===== src/rtl/spi_flash_rd_arb.sv =====
// Two-requester round-robin read controller for an SPI NOR flash (0x03 READ, mode 0).
// Each grant runs one 64-bit frame: command byte, 24-bit address, then 32 data bits.
module spi_flash_rd_arb #(
  parameter int CLK_DIV = 2,
  parameter int CS_IDLE = 2
) (
  input  logic        clk_i,
  input  logic        rst_n_i,
  input  logic        req0_valid_i,
  input  logic [23:0] req0_addr_i,
  output logic        req0_ready_o,
  output logic        rsp0_valid_o,
  output logic [31:0] rsp0_data_o,
  input  logic        req1_valid_i,
  input  logic [23:0] req1_addr_i,
  output logic        req1_ready_o,
  output logic        rsp1_valid_o,
  output logic [31:0] rsp1_data_o,
  output logic        spi_sck_o,
  output logic        spi_cs_n_o,
  output logic        spi_mosi_o,
  input  logic        spi_miso_i,
  output logic        busy_o
);

  localparam int DIV_W = $clog2(CLK_DIV + 1);
  localparam int GAP_W = $clog2(CS_IDLE + 1);
  localparam logic [DIV_W-1:0] DIV_LAST = DIV_W'(CLK_DIV - 1);
  localparam logic [GAP_W-1:0] GAP_LAST = GAP_W'((CS_IDLE > 1) ? CS_IDLE - 2 : 0);
  localparam logic [7:0] CMD_READ = 8'h03;

  typedef enum logic [1:0] {IDLE, SHIFT, DONE, GAP} state_t;

  state_t           r_state;
  state_t           w_state_nxt;
  logic [DIV_W-1:0] r_div;
  logic [5:0]       r_bit;
  logic [GAP_W-1:0] r_gap;
  logic             r_sck;
  logic             r_cs_n;
  logic             r_last_grant;
  logic             r_owner;
  logic [31:0]      r_tx;
  logic [31:0]      r_rx;
  logic             r_rsp0_valid;
  logic             r_rsp1_valid;
  logic [31:0]      r_rsp0_data;
  logic [31:0]      r_rsp1_data;
  logic             w_grant0;
  logic             w_grant1;
  logic             w_half_end;

  always_ff @(posedge clk_i or negedge rst_n_i) begin
    if (!rst_n_i) r_state <= IDLE;
    else          r_state <= w_state_nxt;
  end

  always_comb begin
    w_state_nxt = r_state;
    w_grant0    = 1'b0;
    w_grant1    = 1'b0;
    w_half_end  = (r_div == DIV_LAST);
    case (r_state)
      IDLE: begin
        // With both valid, requester 0 wins only if requester 1 had the last grant.
        if (req0_valid_i && (!req1_valid_i || r_last_grant)) w_grant0 = 1'b1;
        else if (req1_valid_i)                               w_grant1 = 1'b1;
        if (w_grant0 || w_grant1) w_state_nxt = SHIFT;
      end
      SHIFT: if (w_half_end && r_sck && (r_bit == 6'd63)) w_state_nxt = DONE;
      DONE:  w_state_nxt = (CS_IDLE > 1) ? GAP : IDLE;
      GAP:   if (r_gap == GAP_LAST) w_state_nxt = IDLE;
      default: w_state_nxt = IDLE;
    endcase
  end

  always_ff @(posedge clk_i or negedge rst_n_i) begin
    if (!rst_n_i) begin
      r_div        <= '0;
      r_bit        <= '0;
      r_gap        <= '0;
      r_sck        <= 1'b0;
      r_cs_n       <= 1'b1;
      r_last_grant <= 1'b1;
      r_owner      <= 1'b0;
      r_tx         <= '0;
      r_rx         <= '0;
      r_rsp0_valid <= 1'b0;
      r_rsp1_valid <= 1'b0;
      r_rsp0_data  <= '0;
      r_rsp1_data  <= '0;
    end else begin
      r_rsp0_valid <= 1'b0;
      r_rsp1_valid <= 1'b0;
      case (r_state)
        IDLE: if (w_grant0 || w_grant1) begin
          r_tx         <= {CMD_READ, w_grant1 ? req1_addr_i : req0_addr_i};
          r_cs_n       <= 1'b0;
          r_sck        <= 1'b0;
          r_div        <= '0;
          r_bit        <= '0;
          r_owner      <= w_grant1;
          r_last_grant <= w_grant1;
        end
        SHIFT: begin
          if (!w_half_end) begin
            r_div <= r_div + DIV_W'(1);
          end else begin
            r_div <= '0;
            if (!r_sck) begin
              r_sck <= 1'b1;
              if (r_bit[5]) r_rx <= {r_rx[30:0], spi_miso_i};
            end else begin
              // Zeros shift in behind the command/address, so mosi is 0 in the data phase.
              r_sck <= 1'b0;
              r_tx  <= {r_tx[30:0], 1'b0};
              r_bit <= r_bit + 6'd1;
              if (r_bit == 6'd63) begin
                r_cs_n <= 1'b1;
                if (r_owner) begin
                  r_rsp1_valid <= 1'b1;
                  r_rsp1_data  <= {r_rx[7:0], r_rx[15:8], r_rx[23:16], r_rx[31:24]};
                end else begin
                  r_rsp0_valid <= 1'b1;
                  r_rsp0_data  <= {r_rx[7:0], r_rx[15:8], r_rx[23:16], r_rx[31:24]};
                end
              end
            end
          end
        end
        DONE:    r_gap <= '0;
        GAP:     r_gap <= r_gap + GAP_W'(1);
        default: r_gap <= '0;
      endcase
    end
  end

  assign req0_ready_o = w_grant0;
  assign req1_ready_o = w_grant1;
  assign rsp0_valid_o = r_rsp0_valid;
  assign rsp1_valid_o = r_rsp1_valid;
  assign rsp0_data_o  = r_rsp0_data;
  assign rsp1_data_o  = r_rsp1_data;
  assign spi_sck_o    = r_sck;
  assign spi_cs_n_o   = r_cs_n;
  assign spi_mosi_o   = r_tx[31];
  assign busy_o       = (r_state != IDLE);

endmodule


===== config.mk =====
export PLATFORM = sky130hd
export DESIGN_NAME = spi_flash_rd_arb
export DESIGN_NICKNAME = d
export VERILOG_FILES = /design/src/rtl/spi_flash_rd_arb.sv
export SDC_FILE = /design/constraint.sdc
export NUM_CORES = 1
export LEC_CHECK = 0
export BUFFER_PORTS_ARGS = -buffer_cell sky130_fd_sc_hd__buf_2
export CAP_MARGIN = 5
export CORE_MARGIN = 8
export CORE_UTILIZATION = 50
export DETAILED_ROUTE_END_ITERATION = 10
export PLACE_DENSITY = 0.85
export SLEW_MARGIN = 25
export SYNTH_ARGS = -nofsm -noshare
export SYNTH_HDL_FRONTEND = slang
export SYNTH_SLANG_ARGS = --single-unit

===== constraint.sdc =====
create_clock -name clk_i -period 1.9 [get_ports clk_i]
set_clock_uncertainty 0.15 [all_clocks]
set_input_delay 0.285 -clock clk_i [delete_from_list [all_inputs] [get_ports clk_i]]
set_output_delay 0.285 -clock clk_i [all_outputs]
set_load 0.005 [all_outputs]

==> summary.txt <==
Routing
  • Vias: 4,604
  • Length of the first detailed-routing pass in iterations: 4
  • Detailed-route DRC error count: 0
  • Routed WL per cell: 19.95 um
  • Final WL: 16,840 um
  • Vias per std cell: 5.455
  • Starting DRC count in detailed routing: 178
  • Post-DRT Antenna Nets: 0

Clocking
  • Root buffer selected by CTS: clkbuf_16
  • Cts bufs inserted: 17
  • Reg clk slew, reported paths: 0.06 ns
  • Skew-Pair Late Insertion Delay: 0.41 ns
  • H-tree levels: 4
  • Clock Sinks: 146
  • Clk buf depth: 2
  • CTS tree: done

Finish
  • Share of layout cells above drive strength 1: 61.46%
  • Fin area: 8951 um^2
  • Fill count: 771
  • Final net count: 720
  • Area growth from synthesis to layout: 43.40%
  • # diodes: 0

Timing
  • Pins Over Slew Limit: 0
  • Fmax: 494.0 MHz
  • Slew headroom: 68.03%
  • Tcrit/Tclk final: 106.5%
  • Final setup fails: 125
  • Tightest Pin Transition: 0.4796 ns
  • Fin. Hold Viols: 0
  • Worst setup margin: -0.1242 ns
  • Fin crit period: 2.024 ns
  • RSZ-0062 raised after global routing: yes

Placed design
  • Setup WS pre-CTS: -0.08736 ns
  • Final estimated routing congestion in global placement: 0.8226
  • Placement Cell Area: 7403 um^2
  • Dpl hpwl: 9359 um
  • Port-buffer cells: 124

Global routing
  • Largest net degree at the start of global routing: 48
  • GRT Total Usage: 17.85%
  • Vias in the first global route: 4,664
  • Gr ovfl total: 0
  • Initial antenna violation count: 0
  • First-pass GRT wire length: 23,230 um

Critical path
  • CP cell instances: inv_2 > ha_4 > nor3b_4 > buf_6 > a211oi_4 > buf_6 > buf_12 > nor2_1 > a211oi_1
  • Crit path top cell by count: buf_6
  • Worst Path Required: 2.06 ns
  • CP Launch Type: flip-flop
  • Cell family with most CP delay: buffers and inverters
  • Critical path's largest stage delay: 0.41 ns
  • Critical Path End Type: flip-flop
  • Max FO, Critical Path: 9
  • Arrival time of the worst setup path: 2.19 ns
  • Kind of critical path: reg -> reg
  • CP max-delay cell: dfrtp_1
  • Reg2Reg Setup Slack: -0.12 ns
  • Critical path buffers and inverters: 4

Yosys
  • Count leader, synth: dfrtp_1
  • Net Count, Synth: 534
  • Biggest area consumer among synthesized cells: dfrtp_1
  • Seq cells post-synth: 146
  • Ys flop type: dfrtp_1
  • Synth warnings: 0
  • Synth unique cells: 38
  • Most instantiated cells after synthesis: dfrtp_1, mux2_2, nor2_1
  • Post-Synthesis Cells: 474
  • Top cell type's share of synthesized area: 57.73%
  • Post-synth ARST share: 100.0%
  • Seq/Total Area, Yosys: 58.57%
  • Synthesized area per cell: 13.17 um^2
  • Post-synthesis cell area: 6242 um^2
  • Top cells by area, synth: dfrtp_1, mux2_2, mux2i_1, nor3b_1, a211oi_1
  • Post-synth EDFFs: 0

Power
  • P_sw: 3.875 mW
  • Internal power: 7.570 mW
  • Pwr dens: 1279 nW/um^2
  • Leakage: 4.592 nW
  • Clock Power Share: 26.7%
  • Max VDD drop: 1.023 mV
  • Comb pwr share: 38.1%
  • Total power: 11.45 mW
  • Reg power frac: 35.2%
  • Net Sw Frac: 33.86%

Die
  • Starting Density: 50.28%
  • # IOs: 125
  • Row cnt: 41
  • Die Y: 127.7 um
  • Die area: 16,320 um^2
  • Die Wd: 127.7 um
  • Core Area: 12,410 um^2

Outcome
  • Status: complete, but fails checks
  • Violated checks: negative setup slack

Job
  • Max-cap viol count: 0

Hold path
  • Hold Path Class: in -> reg
[stage by stage]
step	std cells	TNS (ns)	hold slack (ns)	utilization (%)
final	844	-5.684	0.06629	72.10
after global routing	844	-12.14	0.07434	72.10
after CTS	817	-2.842	0.03769	65.48
after detailed placement	774	-2.124	0.1108	59.64
after global placement	774	-0.001241	0.09699	59.64
after floorplan	474	-0.06323	-0.1606	-
[timing repair]
action | CTS | global route
setup buffers | 9 | 17
pin swaps | 11 | 19
hold endpoints to repair | 44 | 0
setup endpoints to repair | 62 | 131
hold buffers | 3 | 0
gates resized for setup | 14 | 115
gates cloned | 1 | 12
[power by group through the flow]
stage	registers [mW]	logic, mW	clock network, mW
after floorplan	3.87	1.93	0
after global placement	3.92	2.68	0
after detailed placement	3.96	2.81	0
after CTS	3.91	3.01	3.08
after global routing	4.08	4.66	3.25
final	4.03	4.36	3.05
[cells by family after synthesis]
kind of cell / after synthesis / share of synthesized area, %
DFF: 146 / 58.57
buffers and inverters: 41 / 2.926
and+or+nand+nor: 108 / 9.561
muxes: 125 / 22.05
AOI/OAI and AO/OA: 46 / 5.352
xor gates and xnor gates: 1 / 0.1403
adders and majority gates: 7 / 1.403
[cell type report]
cell class / count / area [um^2] / share of cell area (%)
clock buffers: 24 / 501.7 / 5.605
clock inverters: 7 / 50.05 / 0.5591
inverters: 14 / 55.05 / 0.6150
multi-input cells: 287 / 2994 / 33.45
flip-flops and latches: 146 / 3660 / 40.89
well taps: 172 / 215.2 / 2.404
repair buffers: 194 / 1475 / 16.48
[worst reg2reg max path: stages, from the launching register on]
cell      delay [ns]
dfrtp_1         0.41
inv_2           0.07
ha_4            0.19
nor3b_4         0.17
buf_6           0.14
a211oi_4        0.20
buf_6           0.17
buf_12          0.16
nor2_1          0.06
a211oi_1        0.21
[layout by cell type, fill, tap and decap left out, drive strengths merged, types with 2 or more instances in the layout]
master       instances
a22o                 2
dfrtp              144
clkbuf              32
nor3                 4
clkinv               3
mux2i               25
or3                  2
a211oi              24
a31oi                3
nand2               20
mux2               100
dfstp                2
nor2                33
a21oi                7
o221ai               2
nor3b               25
buf                183
clkinvlp             3
nand3               14
a221oi               2
dlygate4sd3          3
ha                   7
inv                 15
nand4                4
o21ai                4
nor2b                2
[final timing paths]
check | endpoint | cells after the start | startpoint
max reg2reg | r_tx[21] | 9 | r_state[0]
max in group asynchronous | rsp1_data_o[27] | 3 | rst_n_i
min | r_tx[0] | 3 | req1_addr_i[0]
max | r_tx[21] | 9 | r_state[0]
min in group asynchronous | rsp0_data_o[5] | 2 | rst_n_i
min reg2reg | r_tx[31] | 2 | r_tx[31]
[state kept, by name (all words and copies together), names as in the netlist]
name	cells
rsp0_valid_o	1
r_state	2
r_rx	32
r_last_grant	1
r_div	2
r_gap	2
spi_sck_o	1
spi_cs_n_o	1
rsp1_valid_o	1
r_owner	1
r_bit	6
rsp1_data_o	32
rsp0_data_o	32
r_tx	32
[layer usage]
| layer | track usage [%] | part of all wire, % | vias up |
|---|---|---|---|
| met3 | 5.158 | 5.3 | 25 |
| met4 | 6.084 | 1.8 | 0 |
| met5 | 0 | 0 | - |
| met2 | 29.68 | 51 | 148 |
| li1 | - | - | 2070 |
| met1 | 21.79 | 42 | 2361 |
(Power assumes the default switching activity.)
